**config.mk**
```make
export PLATFORM = sky130hd
export DESIGN_NAME = matrix_mult_stream
export DESIGN_NICKNAME = d
export VERILOG_FILES = /design/src/rtl/matrix_mult_pkg.sv /design/src/rtl/mac_lane.sv /design/src/rtl/matrix_mult_stream.sv
export SDC_FILE = /design/constraint.sdc
export NUM_CORES = 2
export LEC_CHECK = 0
export ABC_AREA = 1
export CELL_PAD_IN_SITES_DETAIL_PLACEMENT = 0
export CELL_PAD_IN_SITES_GLOBAL_PLACEMENT = 1
export CORE_MARGIN = 4
export CORE_UTILIZATION = 50
export CTS_CLUSTER_DIAMETER = 80
export CTS_CLUSTER_SIZE = 30
export DETAILED_ROUTE_END_ITERATION = 16
export PLACE_DENSITY = 0.87
export SYNTH_ARGS = -nofsm -noshare
export SYNTH_HDL_FRONTEND = slang
export SYNTH_SLANG_ARGS = --single-unit
```
**constraint.sdc**
```tcl
create_clock -name clk -period 9.81 [get_ports clk]
set_clock_uncertainty 0.05 [all_clocks]
set_input_delay 0.981 -clock clk [delete_from_list [all_inputs] [get_ports clk]]
set_output_delay 0.981 -clock clk [all_outputs]
set_load 0.01 [all_outputs]
```
**src/rtl/matrix_mult_pkg.sv**
```systemverilog
// Shared types and elaboration-time helpers for the streaming matrix multiplier.
package matrix_mult_pkg;

  typedef enum logic [1:0] {LOAD_A, LOAD_B, COMPUTE, DRAIN} state_t;

  // Result width that cannot overflow for N products of DATA_W-bit operands.
  function automatic int acc_width(input int data_w, input int n);
    return 2 * data_w + $clog2(n);
  endfunction

  function automatic int beat_count(input int n, input int lanes);
    return (n * n) / lanes;
  endfunction

  function automatic int cnt_width(input int count);
    return (count > 1) ? $clog2(count) : 1;
  endfunction

endpackage

```
**src/rtl/mac_lane.sv**
```systemverilog
// One multiply-accumulate column lane: extends both operands to ACC_W and
// accumulates; clear starts a new dot product with the current product.
module mac_lane
  import matrix_mult_pkg::*;
#(
  parameter int DATA_W = 8,
  parameter int ACC_W  = 18
) (
  input  logic              clk,
  input  logic              reset,
  input  logic              clear,
  input  logic              en,
  input  logic              signed_mode,
  input  logic [DATA_W-1:0] a,
  input  logic [DATA_W-1:0] b,
  output logic [ACC_W-1:0]  acc_out
);

  logic [ACC_W-1:0] acc;
  logic [ACC_W-1:0] a_ext;
  logic [ACC_W-1:0] b_ext;
  logic [ACC_W-1:0] product;

  assign a_ext   = signed_mode ? {{(ACC_W-DATA_W){a[DATA_W-1]}}, a} : {{(ACC_W-DATA_W){1'b0}}, a};
  assign b_ext   = signed_mode ? {{(ACC_W-DATA_W){b[DATA_W-1]}}, b} : {{(ACC_W-DATA_W){1'b0}}, b};
  // Truncating an ACC_W x ACC_W product to ACC_W is exact in two's complement.
  assign product = a_ext * b_ext;
  assign acc_out = clear ? product : acc + product;

  // NOTE: sequential state uses <= so every register samples pre-edge values.
  always_ff @(posedge clk) begin
    if (reset) begin
      acc <= '0;
    end else if (en) begin
      acc <= acc_out;
    end
  end

endmodule

```
**src/rtl/matrix_mult_stream.sv**
```systemverilog
// Streaming N x N matrix multiplier: load A then B, compute one C row per N
// cycles on N MAC lanes, then drain C row-major over a valid/ready stream.
module matrix_mult_stream
  import matrix_mult_pkg::*;
#(
  parameter int DATA_W = 8,
  parameter int N      = 4,
  parameter int LANES  = 4,
  parameter int ACC_W  = acc_width(DATA_W, N)
) (
  input  logic                    clk,
  input  logic                    reset,
  input  logic                    in_valid,
  output logic                    in_ready,
  input  logic [LANES*DATA_W-1:0] in_data,
  input  logic                    signed_mode,
  output logic                    out_valid,
  input  logic                    out_ready,
  output logic [LANES*ACC_W-1:0]  out_data,
  output logic                    busy,
  output logic                    done
);

  localparam int BEATS = beat_count(N, LANES);
  localparam int CNT_W = cnt_width(BEATS);
  localparam int IDX_W = cnt_width(N * N);
  localparam int RC_W  = cnt_width(N);

  if (N < 2 || (N % LANES) != 0) begin : g_param_check
    $error("matrix_mult_stream: N must be >= 2 and a multiple of LANES");
  end

  state_t state, state_next;

  logic [CNT_W-1:0]  load_cnt;
  logic [CNT_W-1:0]  out_cnt;
  logic [RC_W-1:0]   row_i;
  logic [RC_W-1:0]   col_k;
  logic              sign_q;

  logic [DATA_W-1:0] a_mem [N*N];
  logic [DATA_W-1:0] b_mem [N*N];
  logic [ACC_W-1:0]  c_mem [N*N];

  logic [DATA_W-1:0] lane_a;
  logic [DATA_W-1:0] lane_b   [N];
  logic [ACC_W-1:0]  lane_sum [N];

  logic in_fire, out_fire, load_last, out_last, k_first, k_last, i_last, computing;

  assign in_ready  = (state == LOAD_A) || (state == LOAD_B);
  assign out_valid = (state == DRAIN);
  assign busy      = (state == COMPUTE) || (state == DRAIN);
  assign computing = (state == COMPUTE);
  assign in_fire   = in_valid && in_ready;
  assign out_fire  = out_valid && out_ready;
  assign load_last = (load_cnt == CNT_W'(BEATS - 1));
  assign out_last  = (out_cnt == CNT_W'(BEATS - 1));
  assign k_first   = (col_k == '0);
  assign k_last    = (col_k == RC_W'(N - 1));
  assign i_last    = (row_i == RC_W'(N - 1));
  assign done      = out_fire && out_last && !reset;

  // NOTE: next state gets a default before the case so no latch is inferred.
  always_comb begin
    state_next = state;
    unique case (state)
      LOAD_A:  if (in_valid && load_last) state_next = LOAD_B;
      LOAD_B:  if (in_valid && load_last) state_next = COMPUTE;
      COMPUTE: if (k_last && i_last)      state_next = DRAIN;
      DRAIN:   if (out_ready && out_last) state_next = LOAD_A;
    endcase
  end

  always_ff @(posedge clk) begin
    if (reset) begin
      state    <= LOAD_A;
      load_cnt <= '0;
      out_cnt  <= '0;
      row_i    <= '0;
      col_k    <= '0;
      sign_q   <= 1'b0;
    end else begin
      state <= state_next;
      if (in_fire) begin
        load_cnt <= load_last ? '0 : load_cnt + 1'b1;
      end
      if (in_fire && (state == LOAD_A) && (load_cnt == '0)) begin
        sign_q <= signed_mode;
      end
      if (computing) begin
        col_k <= k_last ? '0 : col_k + 1'b1;
        if (k_last) begin
          row_i <= i_last ? '0 : row_i + 1'b1;
        end
      end
      if (out_fire) begin
        out_cnt <= out_last ? '0 : out_cnt + 1'b1;
      end
    end
  end

  // NOTE: storage arrays carry no reset; each element is written before it is read.
  always_ff @(posedge clk) begin
    if (in_fire && !reset) begin
      for (int l = 0; l < LANES; l++) begin
        if (state == LOAD_A) begin
          a_mem[IDX_W'(int'(load_cnt) * LANES + l)] <= in_data[l*DATA_W +: DATA_W];
        end else begin
          b_mem[IDX_W'(int'(load_cnt) * LANES + l)] <= in_data[l*DATA_W +: DATA_W];
        end
      end
    end
    if (computing && k_last && !reset) begin
      for (int j = 0; j < N; j++) begin
        c_mem[IDX_W'(int'(row_i) * N + j)] <= lane_sum[j];
      end
    end
  end

  assign lane_a = a_mem[IDX_W'(int'(row_i) * N + int'(col_k))];

  for (genvar j = 0; j < N; j++) begin : g_lane
    assign lane_b[j] = b_mem[IDX_W'(int'(col_k) * N + j)];

    mac_lane #(
      .DATA_W (DATA_W),
      .ACC_W  (ACC_W)
    ) u_mac_lane (
      .clk         (clk),
      .reset       (reset),
      .clear       (k_first),
      .en          (computing),
      .signed_mode (sign_q),
      .a           (lane_a),
      .b           (lane_b[j]),
      .acc_out     (lane_sum[j])
    );
  end

  always_comb begin
    out_data = '0;
    if (out_valid) begin
      for (int l = 0; l < LANES; l++) begin
        out_data[l*ACC_W +: ACC_W] = c_mem[IDX_W'(int'(out_cnt) * LANES + l)];
      end
    end
  end

endmodule

```
# Word-level counts from Yosys, hierarchy flattened
# Memories as Yosys holds them, arrays and structs flattened. A register that Yosys moved wholly into a read port is not among the register bits.
# Cells that the tools add are included.
classes:
  add_sub_neg: 21
  n_mul: 4
  eq_ne: 11
  n_mux: 31
  n_reduce_logical: 20
ops:
  columns: ["op", "count"]
  rows:
  - ["$mux W18", 9]
  - ["$add A18 B18 Y18", 4]
  - ["$mul A18 B18 Y18", 4]
  - ["$mux W72", 1]
  - ["$add A4 B2 Y4 const B", 8]
  - ["$add A4 B1 Y4 const B", 4]
  - ["$mux W2", 8]
  - ["$mux W4", 4]
  - ["$eq A2 B2 Y1 const B", 6]
  - ["$logic_and A1 B1 Y1", 12]
  - ["$add A2 B1 Y2 const B", 4]
  - ["$mux W1", 8]
  - ["$ne A2 B1 Y1 const B", 4]
  - ["$pmux W2 S4", 1]
  - ["$logic_not A2 Y1", 3]
  - ["$add A4 B2 Y4", 1]
  - ["$reduce_and A4 Y1", 1]
  - ["$eq A2 B1 Y1 const B", 1]
  - ["$logic_or A1 B1 Y1", 2]
  - ["$reduce_and A2 Y1", 1]
  - ["$logic_not A1 Y1", 1]
word_totals:
  regBits: 83
  ram_bits: 544
  in_bits: 37
  out_inout_bits: 76
  elab_cells: 100
  n_memories: 3
mem_list:
  columns: ["name", "words", "width", "read_ports", "rd_clocked_by_memory_dff", "wr", "line_no", "rtl"]
  rows:
  - ["c_mem", 16, 18, 4, 1, 4, "matrix_mult_stream.sv:43", "logic [ACC_W-1:0] c_mem [N*N];"]
  - ["a_mem", 16, 8, 1, 0, 4, "matrix_mult_stream.sv:41", "logic [DATA_W-1:0] a_mem [N*N];"]
  - ["b_mem", 16, 8, 4, 1, 4, "matrix_mult_stream.sv:42", "logic [DATA_W-1:0] b_mem [N*N];"]

# Logic depth before layout (Yosys ltp)
logic_depth:
  word_depth: 6
  depth_mapped: 55
  mapped_depth_nobuf: 52

# Cells and area by module
# Synthesis repeated with hierarchy kept, for this count alone.
unflattened:
  hier_cells: 5547
  hier_area_um2: 47450.5
by_module_without_submodules:
  columns: ["module", "instances", "cells_per_inst", "area_each_um2", "seq_area_each_um2"]
  rows:
  - ["matrix_mult_stream", 1, 1781, 22084.9, 16636.0]
  - ["mac_lane at g_lane[1].u_mac_lane", 1, 949, 6422.4, 360.3]
  - ["mac_lane at g_lane[0].u_mac_lane", 1, 952, 6353.6, 360.3]
  - ["mac_lane at g_lane[3].u_mac_lane", 1, 934, 6313.6, 360.3]
  - ["mac_lane at g_lane[2].u_mac_lane", 1, 931, 6276.0, 360.3]

# Least setup slack after synthesis
# OpenSTA, ideal clock, no wires.
synth_timing:
  path_kind: "reg-to-reg"
  start: "register col_k[0]"
  end: "memory c_mem[11][17] (data pin)"
  setup_ns: 0.266
  arrival_ns: 7.412
  required_time_ns: 9.494
  slack_ns: 2.082
  stages_incl_launch_ff: 46
  n_path_buf: 6
  period_less_slack_ns: 7.728
  path_cell_list: "dfxtp_1 buf_6 buf_6 buf_6 buf_6 buf_4 o21ai_0 o221ai_1 o211ai_1 nand2_2 buf_2 nand2_1 nor2_1 inv_1 fa_1 fa_1 inv_1 fa_1 (+10 left out) nand2_1 nand2_1 a21oi_1 inv_1 nand2_1 nand2_1 inv_1 ha_1 inv_1 nor3_1 a2111oi_0 nand3_1 nand2_1 nand2_1 nor2_1 inv_1 nand2_1 nand2_1"
synth_lines:
  columns: ["element", "line_no", "rtl"]
  rows:
  - ["start, declared", "matrix_mult_stream.sv:38", "logic [RC_W-1:0] col_k;"]
  - ["start signal, assigned", "matrix_mult_stream.sv:92", "col_k <= k_last ? '0 : col_k + 1'b1;"]
  - ["end, declared", "matrix_mult_stream.sv:43", null]

==> flow_metrics.tcl <==
set metrics [dict create \
    finalSetupViolCount 0 \
    clkSinkCount 631 \
    fin_cells 6214 \
    hp-class "reg2reg" \
    slew_violations 0 \
    num_vias 32432 \
    layout_common_cells "inv_1 (915), nor2_1 (829), nand2_1 (632)" \
    wl_um 108000 \
    insertion_delay_ps 600 \
    num_io_pins 113 \
    synth-edff-count 544 \
    postCtsHoldBufs 0 \
    cp.required_ps 10070 \
    grt_pass1_wl_um 173000 \
    io_buffer_count 112 \
    postCtsSetupRepairBufs 0 \
    die_w_um 310 \
    rsz0062_at_grt "false" \
    rr_startpoint "col_k[0]" \
    syn_nets 5692 \
    synthTopCellsByArea "edfxtp_1 (36%), fa_1 (15%), ha_1 (8.8%)" \
    coreArea_um2 90100 \
    dr.first_iter.drc_count 2629 \
    place.gp.congestion 0.903 \
    async_flop_share_pct 0 \
    endpoint_kind "flop" \
    ys_ff_latch 631 \
    fin_setup_tns_ps 0 \
    cts_buffer_depth 3 \
    status "completed" \
    finalHoldViolCount 0 \
    startpoint_type "flop" \
    dpl.cell_count 6152 \
    drc 0 \
    relSlewSlack_pct 23.2 \
    drtAntennaViolNets 0 \
    max_clock_freq_mhz 113 \
    clock-root-buffer "clkbuf_16" \
    avgSynthCellArea_um2 9.13 \
    antenna_found_initial 1 \
    postSynthCellCount 4984 \
    die_area_um2 95900 \
    drive_gt1_share_pct 5.88 \
    min-delay-start "load_cnt[1]" \
    grt_max_degree 111 \
    avgRoutedWirePerCell_um 17.4 \
    period_needed_ps 8890 \
    layout_commonest_cell "inv_1" \
    worst_pin_slew_ps 1150 \
    cp_max_fo 53 \
    via_per_inst 5.22 \
    yosys.area.top_type_share_pct 35.9 \
    htree_levels 2 \
    cp_slowest_stage_delay_ps 620 \
    arrival_ps 9140 \
    numCtsBuffers 34 \
    critPathLaunch "col_k[0]" \
    grt_overflow 0 \
    final_area_um2 49000 \
    synth_ff_type "edfxtp_1" \
    firstDrtPassIters 6 \
    fill_cells 8038 \
    path_common_cell "nand2_1" \
    yosysTopAreaCell "edfxtp_1" \
    grt_pass1_vias 31915 \
    worstSetupPathType "reg2reg" \
    cts_tree "yes" \
    syn_area_um2 45500 \
    synthDistinctLibCells 56 \
    layout.nets 5720 \
    clkTransAtPathRegs_ps 100 \
    dpl.hpwl_um 78500 \
    die_h_um 310 \
    maxCapViolCount 0 \
    grtUsageTotal_pct 22.8 \
    yosysSeqAreaShare_pct 39.7 \
    finalCritPeriodShare_pct 90.6 \
    cpMaxStageDelayCell "fa_1" \
    rows 110 \
    initial_core_util_pct 50.5 \
    dpl_cell_area_um2 47800 \
    cts_resized 0 \
    syn_to_final_growth_pct 7.61 \
    yosysWarningCount 0 \
]
cell type report:
| cell class | count | area, um2 | area share (%) |
|---|---|---|---|
| multi-input cells | 3229 | 23100 | 47.2 |
| flip-flops and latches | 631 | 18100 | 36.9 |
| inverters | 954 | 3590 | 7.33 |
| repair buffers | 162 | 1520 | 3.10 |
| well taps | 1176 | 1470 | 3.00 |
| clock buffers | 46 | 917 | 1.87 |
| clock inverters | 15 | 298 | 0.608 |
| diodes | 1 | 2.50 | 0.00511 |
stage by stage:
stage          setup WS (ps)  utilization (%)  hold slack [ps]
4_1_cts                  892             54.3              490
6_report                 922             54.3              496
3_3_place_gp            1140             53.0              468
5_1_grt                  219             54.3              535
3_5_place_dp            1000             53.0              475
2_1_floorplan           2080                -              440
synth_stat cells, types with 7 or more instances:
library cell	n
inv_1	918
nor2_1	841
nand2_1	632
edfxtp_1	544
o21ai_0	356
fa_1	352
ha_1	319
a21oi_1	228
nand3_1	137
clkbuf_1	113
dfxtp_1	87
or2_2	84
xor2_1	45
xnor2_1	35
inv_2	32
buf_2	24
buf_6	17
o21ai_1	17
a32oi_2	15
nand2_2	15
o221ai_1	15
nor3_1	12
nor2_2	11
a31oi_1	10
nand4_1	10
buf_1	9
o211ai_1	9
a32o_1	8
nand3b_1	8
buf_4	7
o22ai_1	7
o31ai_1	7
layer usage:
metal,track usage (%),vias up,routed length (um)
li1,-,15862,-
met1,32.7,15673,49800
met2,37.7,766,49800
met3,2.63,129,5680
met4,5.32,2,2510
met5,0,-,13
kinds of logic (layout without fill, tap and decap cells):
family	Yosys count	count (layout)	synth area share (%)
DFF	631	631	39.7
AOI/OAI and AO/OA	703	703	8.66
adders and majority gates	671	671	24.3
and+or+nand+nor	1775	1775	16.1
buffers and inverters	1124	1177	9.69
other	0	1	0
xor gates and xnor gates	80	80	1.54
registers in the layout (all words and copies together), names as in the netlist, named ones only:
name,flops
col_k,2
load_cnt,2
b_mem,128
a_mem,128
c_mem,288
sign_q,1
row_i,2
state,2
out_cnt,2
g_lane.u_mac_lane.acc,72
path summary, 6_finish.rpt:
check | to | slack, ps | cells past startpoint
worst max-delay path | c_mem[3][17] | 920 | 42
worst min-delay path | load_cnt[1] | 500 | 2
worst max register to register | c_mem[3][17] | 920 | 42
worst min register to register | load_cnt[1] | 500 | 2
critical path, delay by kind of cell (launching register included):
kind                       cells  cell delay (ps)
AOI/OAI and AO/OA              8             1510
and+or+nand+nor               16             1880
adders and majority gates      7             3300
buffers and inverters         11             1400
DFF                            1              460
Power is not shown: default switching activity piles up to over one toggle a cycle in this logic, so the estimate is an artifact.
